<file path="src/rtl/bo_pkg.sv">
// bo_pkg: encodings shared by the bo_datapath operative block and its FSM
// control block.
//   SEL_*  : ALU operand select codes (M0 for A, M1 for B)
//   WB_*   : write-back bus select codes (M2)
//   OP_*   : ALU operation code (H)
package bo_pkg;

    // ALU A select (M0) and B select (M1). The code 2'b11 means
    // K_CONST on the A side and B_IN on the B side.
    localparam logic [1:0] SEL_X   = 2'b00;
    localparam logic [1:0] SEL_HR  = 2'b01;
    localparam logic [1:0] SEL_S   = 2'b10;
    localparam logic [1:0] SEL_K   = 2'b11;
    localparam logic [1:0] SEL_BIN = 2'b11;

    // Write-back bus select (M2)
    localparam logic [1:0] WB_ALU  = 2'b00;
    localparam logic [1:0] WB_XIN  = 2'b01;
    localparam logic [1:0] WB_ZERO = 2'b10;
    localparam logic [1:0] WB_K    = 2'b11;

    // ALU operation (H)
    localparam logic OP_ADD = 1'b0;
    localparam logic OP_MUL = 1'b1;

endpackage

</file>
<file path="src/rtl/bo_alu.sv">
// bo_alu: combinational two-operation ALU (unsigned add / unsigned multiply).
//   a, b : WIDTH-bit unsigned operands
//   h    : OP_ADD or OP_MUL
//   r    : result truncated modulo 2^WIDTH
//   ovf  : 1 when the truncated high part of the full-precision result is nonzero
module bo_alu #(
    parameter int WIDTH = 8
) (
    input  logic [WIDTH-1:0] a,
    input  logic [WIDTH-1:0] b,
    input  logic             h,
    output logic [WIDTH-1:0] r,
    output logic             ovf
);
    import bo_pkg::*;

    logic [WIDTH:0]     sum_p0;
    logic [2*WIDTH-1:0] prod_p0;

    // Wrap-around only: keep the low WIDTH bits of the product.
    function automatic logic [WIDTH-1:0] wrap_prod(input logic [2*WIDTH-1:0] p);
        return p[WIDTH-1:0];
    endfunction

    function automatic logic [WIDTH-1:0] wrap_sum(input logic [WIDTH:0] s);
        return s[WIDTH-1:0];
    endfunction

    assign sum_p0  = {1'b0, a} + {1'b0, b};
    assign prod_p0 = {{WIDTH{1'b0}}, a} * {{WIDTH{1'b0}}, b};

    always_comb begin
        r   = wrap_sum(sum_p0);
        ovf = sum_p0[WIDTH];
        if (h == OP_MUL) begin
            r   = wrap_prod(prod_p0);
            ovf = |prod_p0[2*WIDTH-1:WIDTH];
        end
    end

endmodule

</file>
<file path="src/rtl/bo_datapath.sv">
// bo_datapath: operative block executing one micro-operation per rising edge
// from the control word (H, LX, LH, LS, M0, M1, M2).
//   clk, rst        : clock, asynchronous active-low reset
//   X_IN, B_IN      : external operand (write-back source) and ALU B operand
//   H               : ALU op (add / multiply)
//   LX, LH, LS      : load enables for X, HR, S (all take the same WB value)
//   M0, M1, M2      : ALU A select, ALU B select, write-back select
//   S_OUT, X_OUT, H_OUT : register contents
//   OVF             : sticky overflow, ZERO : S == 0 (combinational)
module bo_datapath #(
    parameter int WIDTH   = 8,
    parameter int K_CONST = 1
) (
    input  logic             clk,
    input  logic             rst,
    input  logic [WIDTH-1:0] X_IN,
    input  logic [WIDTH-1:0] B_IN,
    input  logic             H,
    input  logic             LX,
    input  logic             LH,
    input  logic             LS,
    input  logic [1:0]       M0,
    input  logic [1:0]       M1,
    input  logic [1:0]       M2,
    output logic [WIDTH-1:0] S_OUT,
    output logic [WIDTH-1:0] X_OUT,
    output logic [WIDTH-1:0] H_OUT,
    output logic             OVF,
    output logic             ZERO
);
    import bo_pkg::*;

    localparam logic [WIDTH-1:0] K_VAL = WIDTH'(K_CONST);

    logic [WIDTH-1:0] x_p1, hr_p1, s_p1;
    logic             ovf_p1;

    logic [WIDTH-1:0] a_p0, b_p0, r_p0, wb_p0;
    logic             alu_ovf_p0;
    logic             any_load_p0;

    // Stage p0: operand select, ALU and write-back bus from pre-edge registers
    always_comb begin
        case (M0)
            SEL_X:   a_p0 = x_p1;
            SEL_HR:  a_p0 = hr_p1;
            SEL_S:   a_p0 = s_p1;
            default: a_p0 = K_VAL;
        endcase
    end

    always_comb begin
        case (M1)
            SEL_X:   b_p0 = x_p1;
            SEL_HR:  b_p0 = hr_p1;
            SEL_S:   b_p0 = s_p1;
            default: b_p0 = B_IN;
        endcase
    end

    bo_alu #(.WIDTH(WIDTH)) u_alu (
        .a   (a_p0),
        .b   (b_p0),
        .h   (H),
        .r   (r_p0),
        .ovf (alu_ovf_p0)
    );

    always_comb begin
        case (M2)
            WB_ALU:  wb_p0 = r_p0;
            WB_XIN:  wb_p0 = X_IN;
            WB_ZERO: wb_p0 = '0;
            default: wb_p0 = K_VAL;
        endcase
    end

    assign any_load_p0 = LX | LH | LS;

    // Stage p1: register write-back and sticky overflow
    always_ff @(posedge clk or negedge rst) begin
        if (!rst) begin
            x_p1   <= '0;
            hr_p1  <= '0;
            s_p1   <= '0;
            ovf_p1 <= 1'b0;
        end else begin
            if (LX) x_p1  <= wb_p0;
            if (LH) hr_p1 <= wb_p0;
            if (LS) s_p1  <= wb_p0;
            // Zeroing S starts a new computation, so the clear outranks a set.
            if (M2 == WB_ZERO && LS)
                ovf_p1 <= 1'b0;
            else if (M2 == WB_ALU && any_load_p0 && alu_ovf_p0)
                ovf_p1 <= 1'b1;
        end
    end

    assign S_OUT = s_p1;
    assign X_OUT = x_p1;
    assign H_OUT = hr_p1;
    assign OVF   = ovf_p1;
    assign ZERO  = (s_p1 == '0);

endmodule

</file>
<file path="config.mk">
export PLATFORM = sky130hd
export DESIGN_NAME = bo_datapath
export DESIGN_NICKNAME = d
export VERILOG_FILES = /design/src/rtl/bo_pkg.sv /design/src/rtl/bo_alu.sv /design/src/rtl/bo_datapath.sv
export SDC_FILE = /design/constraint.sdc
export NUM_CORES = 1
export LEC_CHECK = 0
export CORE_MARGIN = 2
export CORE_UTILIZATION = 45
export CTS_CLUSTER_DIAMETER = 60
export DETAILED_ROUTE_END_ITERATION = 6
export PLACE_DENSITY = 0.69
export SYNTH_ARGS = -nofsm -noshare
export SYNTH_HDL_FRONTEND = slang
export SYNTH_SLANG_ARGS = --single-unit
</file>
<file path="constraint.sdc">
create_clock -name clk -period 6.59 [get_ports clk]
set_clock_uncertainty 0.05 [all_clocks]
set_input_delay 1.977 -clock clk [delete_from_list [all_inputs] [get_ports clk]]
set_output_delay 1.977 -clock clk [all_outputs]
set_load 0.01 [all_outputs]
</file>
==> impl_metrics.csv, run 1 <==
group,metric,value,unit
setup_path,cp-start-kind,"primary input",
setup_path,reg2regPathDepth,17,
floorplanning,io_pins,54,
place,globalplace.congestion,0.952,
sta,hold_viol_final,0,
clock_network,cts_tree,"yes",
yosys,synth-seq-cells,25,
setup_path,path_common_cell,"fa_1",
routing,avgRoutedWirePerCell,18.4,um
routing,postRouteAntennaNets,0,
floorplanning,die_h,97.2,um
global_routing,grt_usage,0.246,
routing,drc_errors,0,
worst_hold_path,min_delay_path_depth,1,
yosys,synthArstFlopShare,1.00,
yosys,synth.area.top_cells,"fa_1, dfrtp_1, ha_1",
routing,wirelength,12000,um
yosys,synthSimpleGateAreaFrac,0.164,
floorplanning,die_w,97.2,um
setup_path,max_stage_delay,0.54,ns
routing,vias,3767,
clock_network,cts_max_level,1,
setup_path,crit_path_cell_trace,"clkdlybuf4s50_1 -> mux4_2 -> and2_4 -> fa_1 -> inv_2 -> fa_1 -> fa_1 -> fa_1 -> inv_2 -> ha_4 -> buf_6 -> buf_6 -> nor4_4 -> o21ai_1 -> o22ai_2 -> xnor2_1 -> nor3_1 -> a31oi_1",
finish,final_net_count,659,
yosys,synth_xor_area_frac,0.0179,
yosys,synth_top_area_share,0.190,
clock_network,cts.sinks,25,
sta,period_share,0.994,
global_routing,first_global_vias,3806,
sta,worstMarginPinSlew,0.637,ns
setup_path,cp-end-kind,"flop",
sta,fmax,0.153,GHz
yosys,ys.flop_type,"dfrtp_1",
yosys,synth_cell_types,46,
global_routing,grt_overflow,0,
yosys,synth_top_family_by_area,"adder cells",
place,hpwl,9270,um
routing,drt-pass1-iter-count,5,
outcome,outcome,"completed",
finish,antenna_cells,0,
yosys,synth_edf_count,0,
yosys,synth_cells,429,
pwr,cellPowerDensity,244,nW/um2
sta,final-setup-viol-count,0,
place,port_buffers,53,
setup_path,critPathBufInv,5,
clock_network,numCtsBuffers,3,
yosys,synth_compound_area_frac,0.137,
pwr,power_frac_comb,0.768,
pwr,pwr-share-seq,0.159,
floorplanning,core-area,8300,um2
setup_path,crit_fanout,6,
pwr,p_leak,2.58,nW
routing,drt_iter0_drc,230,
setup_path,slowest_stage,"fa_1",
yosys,muxShareOfSynthArea,0.115,
pwr,power.switching,610,uW
sta,slew_headroom,0.574,
clock_network,holdBufCountCts,0,
yosys,synth.avg_cell_area,9.11,um2
yosys,synth_area,3910,um2
pwr,finalPower,1.35,mW
floorplanning,row_count,33,
setup_path,crit_family,"adder cells",
run,cap_violations,0,
finish,design_area,5540,um2
global_routing,grt_max_degree,26,
pwr,max-vdd-ir-drop,0.126,mV
finish,fin_util,0.668,
sta,slew_violations,0,
setup_path,critPathKind,"primary input to flop",
pwr,power.switching_fraction,0.451,
routing,via_per_inst,5.76,
worst_hold_path,hold_path.class,"flop to flop",
global_routing,antenna_found_initial,0,
finish,layout.cells.non_filler,654,
pwr,clockPowerShare,0.073,
sta,period_needed,6.55,ns
place,post_dp_cell_area,5020,um2
clock_network,worstSkewPairLatency,0.28,ns
floorplanning,start_util,0.471,
yosys,yosysSeqAreaShare,0.160,
floorplanning,dieArea,9440,um2
yosys,synth_top_area_cell,"fa_1",
clock_network,clockRootBuffer,"clkbuf_8",
pwr,p_int,743,uW
setup_path,cp.depth,18,
yosys,synth-adder-area-share,0.330,
yosys,yosys_warnings,0,
place,dp_cells,637,
finish,syn2layout_area_growth,41.9,%
finish,drive_above_1_share,0.288,
clock_network,clock_path_buffers,2,
setup_path,crit_required,6.69,ns
clock_network,clk_pin_slew,0.10,ns
setup_path,arrival,6.65,ns
global_routing,grt_pass1_wl,19000,um
yosys,syn_nets,538,
==> routing by layer <==
layer  vias up  track usage  routed length (um)
met5         -            0                   0
met4         0       0.0574                 225
met3        18       0.0165                 711
met2       175        0.432                6100
met1      1841        0.334                5000
li1       1733            -                   -
==> cell usage after synthesis, types with 2 or more instances <==
cell type,number
ha_1,44
o21ai_0,17
nand3b_1,2
mux2_2,15
nor2_1,19
buf_2,3
o32ai_1,6
inv_1,66
or4_1,3
a211oi_1,6
fa_1,37
nor4_1,2
xnor2_1,7
clkbuf_1,6
or3_1,2
o21a_1,2
a21oi_1,13
mux2i_1,10
nand2b_1,8
o211ai_1,5
mux4_2,8
o21bai_1,2
a21o_1,3
nor3_1,10
nand2_1,29
dfrtp_1,25
o22ai_1,6
and2_1,33
a31oi_1,9
o21ai_1,5
nor2b_1,8
nand3_1,4
==> state kept, by name (all words and copies together), names as in the netlist <==
| register | count |
|---|---|
| H_OUT | 8 |
| S_OUT | 8 |
| X_OUT | 8 |
| OVF | 1 |
==> through the flow <==
stage | hold slack (ns) | TNS [ns] | worst slack [ns]
floorplan | 0.523 | 0 | 0.00720
CTS | 0.542 | 0 | 0.00603
finish | 0.541 | 0 | 0.0411
global placement | 0.495 | -3.66 | -0.556
detailed placement | 0.514 | -4.25 | -0.672
global route | 0.570 | -0.0891 | -0.0891
==> kinds of logic after synthesis <==
family                     count (synthesis)
buffers and inverters                     76
AOI/OAI and AO/OA                         83
muxes                                     33
adders and majority gates                 81
DFF                                       25
and+or+nand+nor                          123
xor gates and xnor gates                   8
==> power groups by stage <==
stage / clock network (mW) / registers [mW] / logic (mW)
after floorplan: 0 / 0.217 / 0.509
after global placement: 0 / 0.215 / 0.831
after detailed placement: 0 / 0.215 / 0.850
after CTS: 0.0986 / 0.214 / 0.906
after global routing: 0.106 / 0.219 / 1.13
final: 0.0987 / 0.216 / 1.04
==> timing repair <==
item / CTS / global route
resized for setup: 32 / 57
pin swaps: 10 / 34
endpoints found under the setup margin: 7 / 7
setup buffers: 5 / 8
==> path summary, 6_finish.rpt <==
kind	from	end	slack (ns)
worst max-delay path	B_IN[5]	OVF	0.04
worst min-delay path	H_OUT[2]	H_OUT[2]	0.54
worst max register to register	S_OUT[4]	OVF	1.63
worst min register to register	H_OUT[2]	H_OUT[2]	0.54
max in group asynchronous	rst	OVF	4.23
min in group asynchronous	rst	X_OUT[4]	2.00
==> worst reg2reg max path: stages (launching register included) <==
cell	delay [ns]
dfrtp_1	0.46
mux4_2	0.58
ha_4	0.21
inv_2	0.05
fa_1	0.43
fa_1	0.55
fa_1	0.45
fa_1	0.54
inv_2	0.05
ha_4	0.17
buf_6	0.12
buf_6	0.12
nor4_4	0.25
o21ai_1	0.12
o22ai_2	0.18
xnor2_1	0.13
nor3_1	0.23
a31oi_1	0.13
==> layout by cell type, fill, tap and decap left out, drive strengths merged, types with 5 or more instances in the layout <==
cell           count
and2              33
buf               73
o21ai             22
dfrtp             25
mux2              15
clkdlybuf4s50     46
mux2i             10
o211ai             5
a211oi             6
nand2b             8
fa                37
xnor2              7
nor2              19
nand2             29
o22ai              6
mux4               8
a21oi             14
a31oi              9
o32ai              6
nor3              10
inv               66
ha                44
nor2b              8
==> layout make-up <==
| class | instances | area (um2) |
|---|---|---|
| Timing Repair Buffer | 126 | 1130 |
| Multi-Input combinational cell | 328 | 3360 |
| Tap cell | 105 | 131 |
| Sequential cell | 25 | 626 |
| Clock inverter | 1 | 7.51 |
| Fill cell | 613 | 2760 |
| Inverter | 66 | 250 |
| Clock buffer | 3 | 41.3 |
Power figures use the tool's default switching activity.
==> run 2, diff against run 1 <==
Settings changed: REMOVE_ABC_BUFFERS set to 1.
==> impl_metrics.csv, run 2 (same netlist as run 1, synthesis figures left out) <==
group,metric,value,unit
setup_path,slowest_stage,"fa_1",
global_routing,antenna_found_initial,0,
place,post_dp_cell_area,5010,um2
sta,period_share,0.992,
setup_path,cp-start-kind,"primary input",
setup_path,reg2reg_slack,1.72,ns
clock_network,clock_path_buffers,2,
worst_hold_path,min_delay_path_depth,1,
floorplanning,die_w,97.2,um
sta,fmax,0.153,GHz
clock_network,numCtsBuffers,3,
routing,postRouteAntennaNets,0,
setup_path,crit_required,6.70,ns
finish,drive_above_1_share,0.273,
finish,final_cell_mix,"buf_4, inv_1, clkdlybuf4s50_1",
pwr,max-vdd-ir-drop,0.149,mV
setup_path,path_common_cell,"fa_1",
global_routing,grt_overflow,0,
setup_path,reg2regPathDepth,15,
clock_network,cts.sinks,25,
routing,drt_iter0_drc,167,
finish,antenna_cells,0,
setup_path,cp.depth,16,
finish,fillers,654,
sta,rsz0062_at_grt,"true",
clock_network,clockRootBuffer,"clkbuf_8",
finish,layout_commonest_cell,"buf_4",
finish,fin_util,0.652,
finish,layout.cells.non_filler,651,
global_routing,grt_pass1_wl,18700,um
routing,vias,3688,
clock_network,worstSkewPairLatency,0.28,ns
setup_path,crit_fanout,4,
run,cap_violations,0,
setup_path,crit_path_cell_trace,"clkdlybuf4s50_1 -> mux4_2 -> and2_4 -> fa_1 -> inv_1 -> fa_1 -> fa_1 -> fa_1 -> inv_1 -> ha_2 -> nor3_1 -> nand2b_1 -> nand3_2 -> mux2_4 -> a2111oi_4 -> a31oi_1",
floorplanning,row_count,33,
sta,slew_violations,0,
setup_path,crit_family,"adder cells",
floorplanning,start_util,0.471,
global_routing,grt_usage,0.242,
floorplanning,die_h,97.2,um
setup_path,critPathBufInv,3,
place,dp_cells,642,
setup_path,cp-end-kind,"flop",
floorplanning,io_pins,54,
pwr,finalPower,1.36,mW
sta,slew_headroom,0.192,
sta,worstMarginPinSlew,1.21,ns
setup_path,max_stage_delay,0.56,ns
routing,drc_errors,0,
clock_network,cts_max_level,1,
sta,final-setup-viol-count,0,
pwr,cellPowerDensity,251,nW/um2
place,globalplace.congestion,0.922,
setup_path,critPathKind,"primary input to flop",
floorplanning,dieArea,9440,um2
finish,seq_area,626,um2
finish,design_area,5420,um2
floorplanning,core-area,8300,um2
routing,wirelength,11400,um
routing,drt-pass1-iter-count,4,
sta,fin_tns_setup,0,ns
clock_network,cts_tree,"yes",
pwr,p_leak,2.52,nW
sta,hold_viol_final,0,
finish,final_net_count,656,
setup_path,arrival,6.65,ns
routing,avgRoutedWirePerCell,17.5,um
worst_hold_path,hold_path.class,"flop to flop",
clock_network,clk_pin_slew,0.10,ns
finish,multiInputGateArea,3290,um2
routing,via_per_inst,5.67,
place,port_buffers,53,
place,hpwl,9030,um
sta,period_needed,6.54,ns
clock_network,holdBufCountCts,0,
global_routing,first_global_vias,3866,
outcome,outcome,"completed",
finish,syn2layout_area_growth,38.6,%
global_routing,grt_max_degree,26,
==> run 2: per-layer routing <==
layer,wire length (um),up-vias,GRT usage
li1,-,1712,-
met5,0,-,0
met4,157,0,0.0618
met1,4830,1836,0.324
met2,5750,126,0.423
met3,650,14,0.0201
==> run 2: what timing repair did <==
item	in CTS	in global routing
setup endpoints to repair	7	7
resized for setup	38	41
setup buffers	3	2
pin swaps	12	24
==> run 2: worst paths after layout <==
path / start / endpoint
min in group asynchronous: rst / H_OUT[3]
worst max-delay path: B_IN[7] / OVF
worst max register to register: H_OUT[6] / OVF
worst min register to register: X_OUT[3] / X_OUT[3]
max in group asynchronous: rst / H_OUT[7]
worst min-delay path: X_OUT[3] / X_OUT[3]
==> run 2: cell type report <==
type	instances	area share
flip-flops and latches	25	0.116
well taps	105	0.0243
clock inverters	1	0.00139
clock buffers	3	0.00762
repair buffers	123	0.198
multi-input cells	328	0.608
inverters	66	0.0457
==> run 2: power breakdown <==
| group | leakage [nW] | switching (mW) | internal [mW] | total [mW] |
|---|---|---|---|---|
| clock | 0.0217 | 0.0565 | 0.0430 | 0.0995 |
| combinational | 2.18 | 0.507 | 0.536 | 1.04 |
| sequential | 0.317 | 0.0356 | 0.180 | 0.215 |
==> run 2: stage by stage <==
step,setup slack (ns),hold slack (ns)
after CTS,0.0239,0.534
after detailed placement,-0.768,0.504
after floorplan,0.0366,0.522
final,0.0545,0.530
after global placement,-0.688,0.508
after global routing,-0.0833,0.568
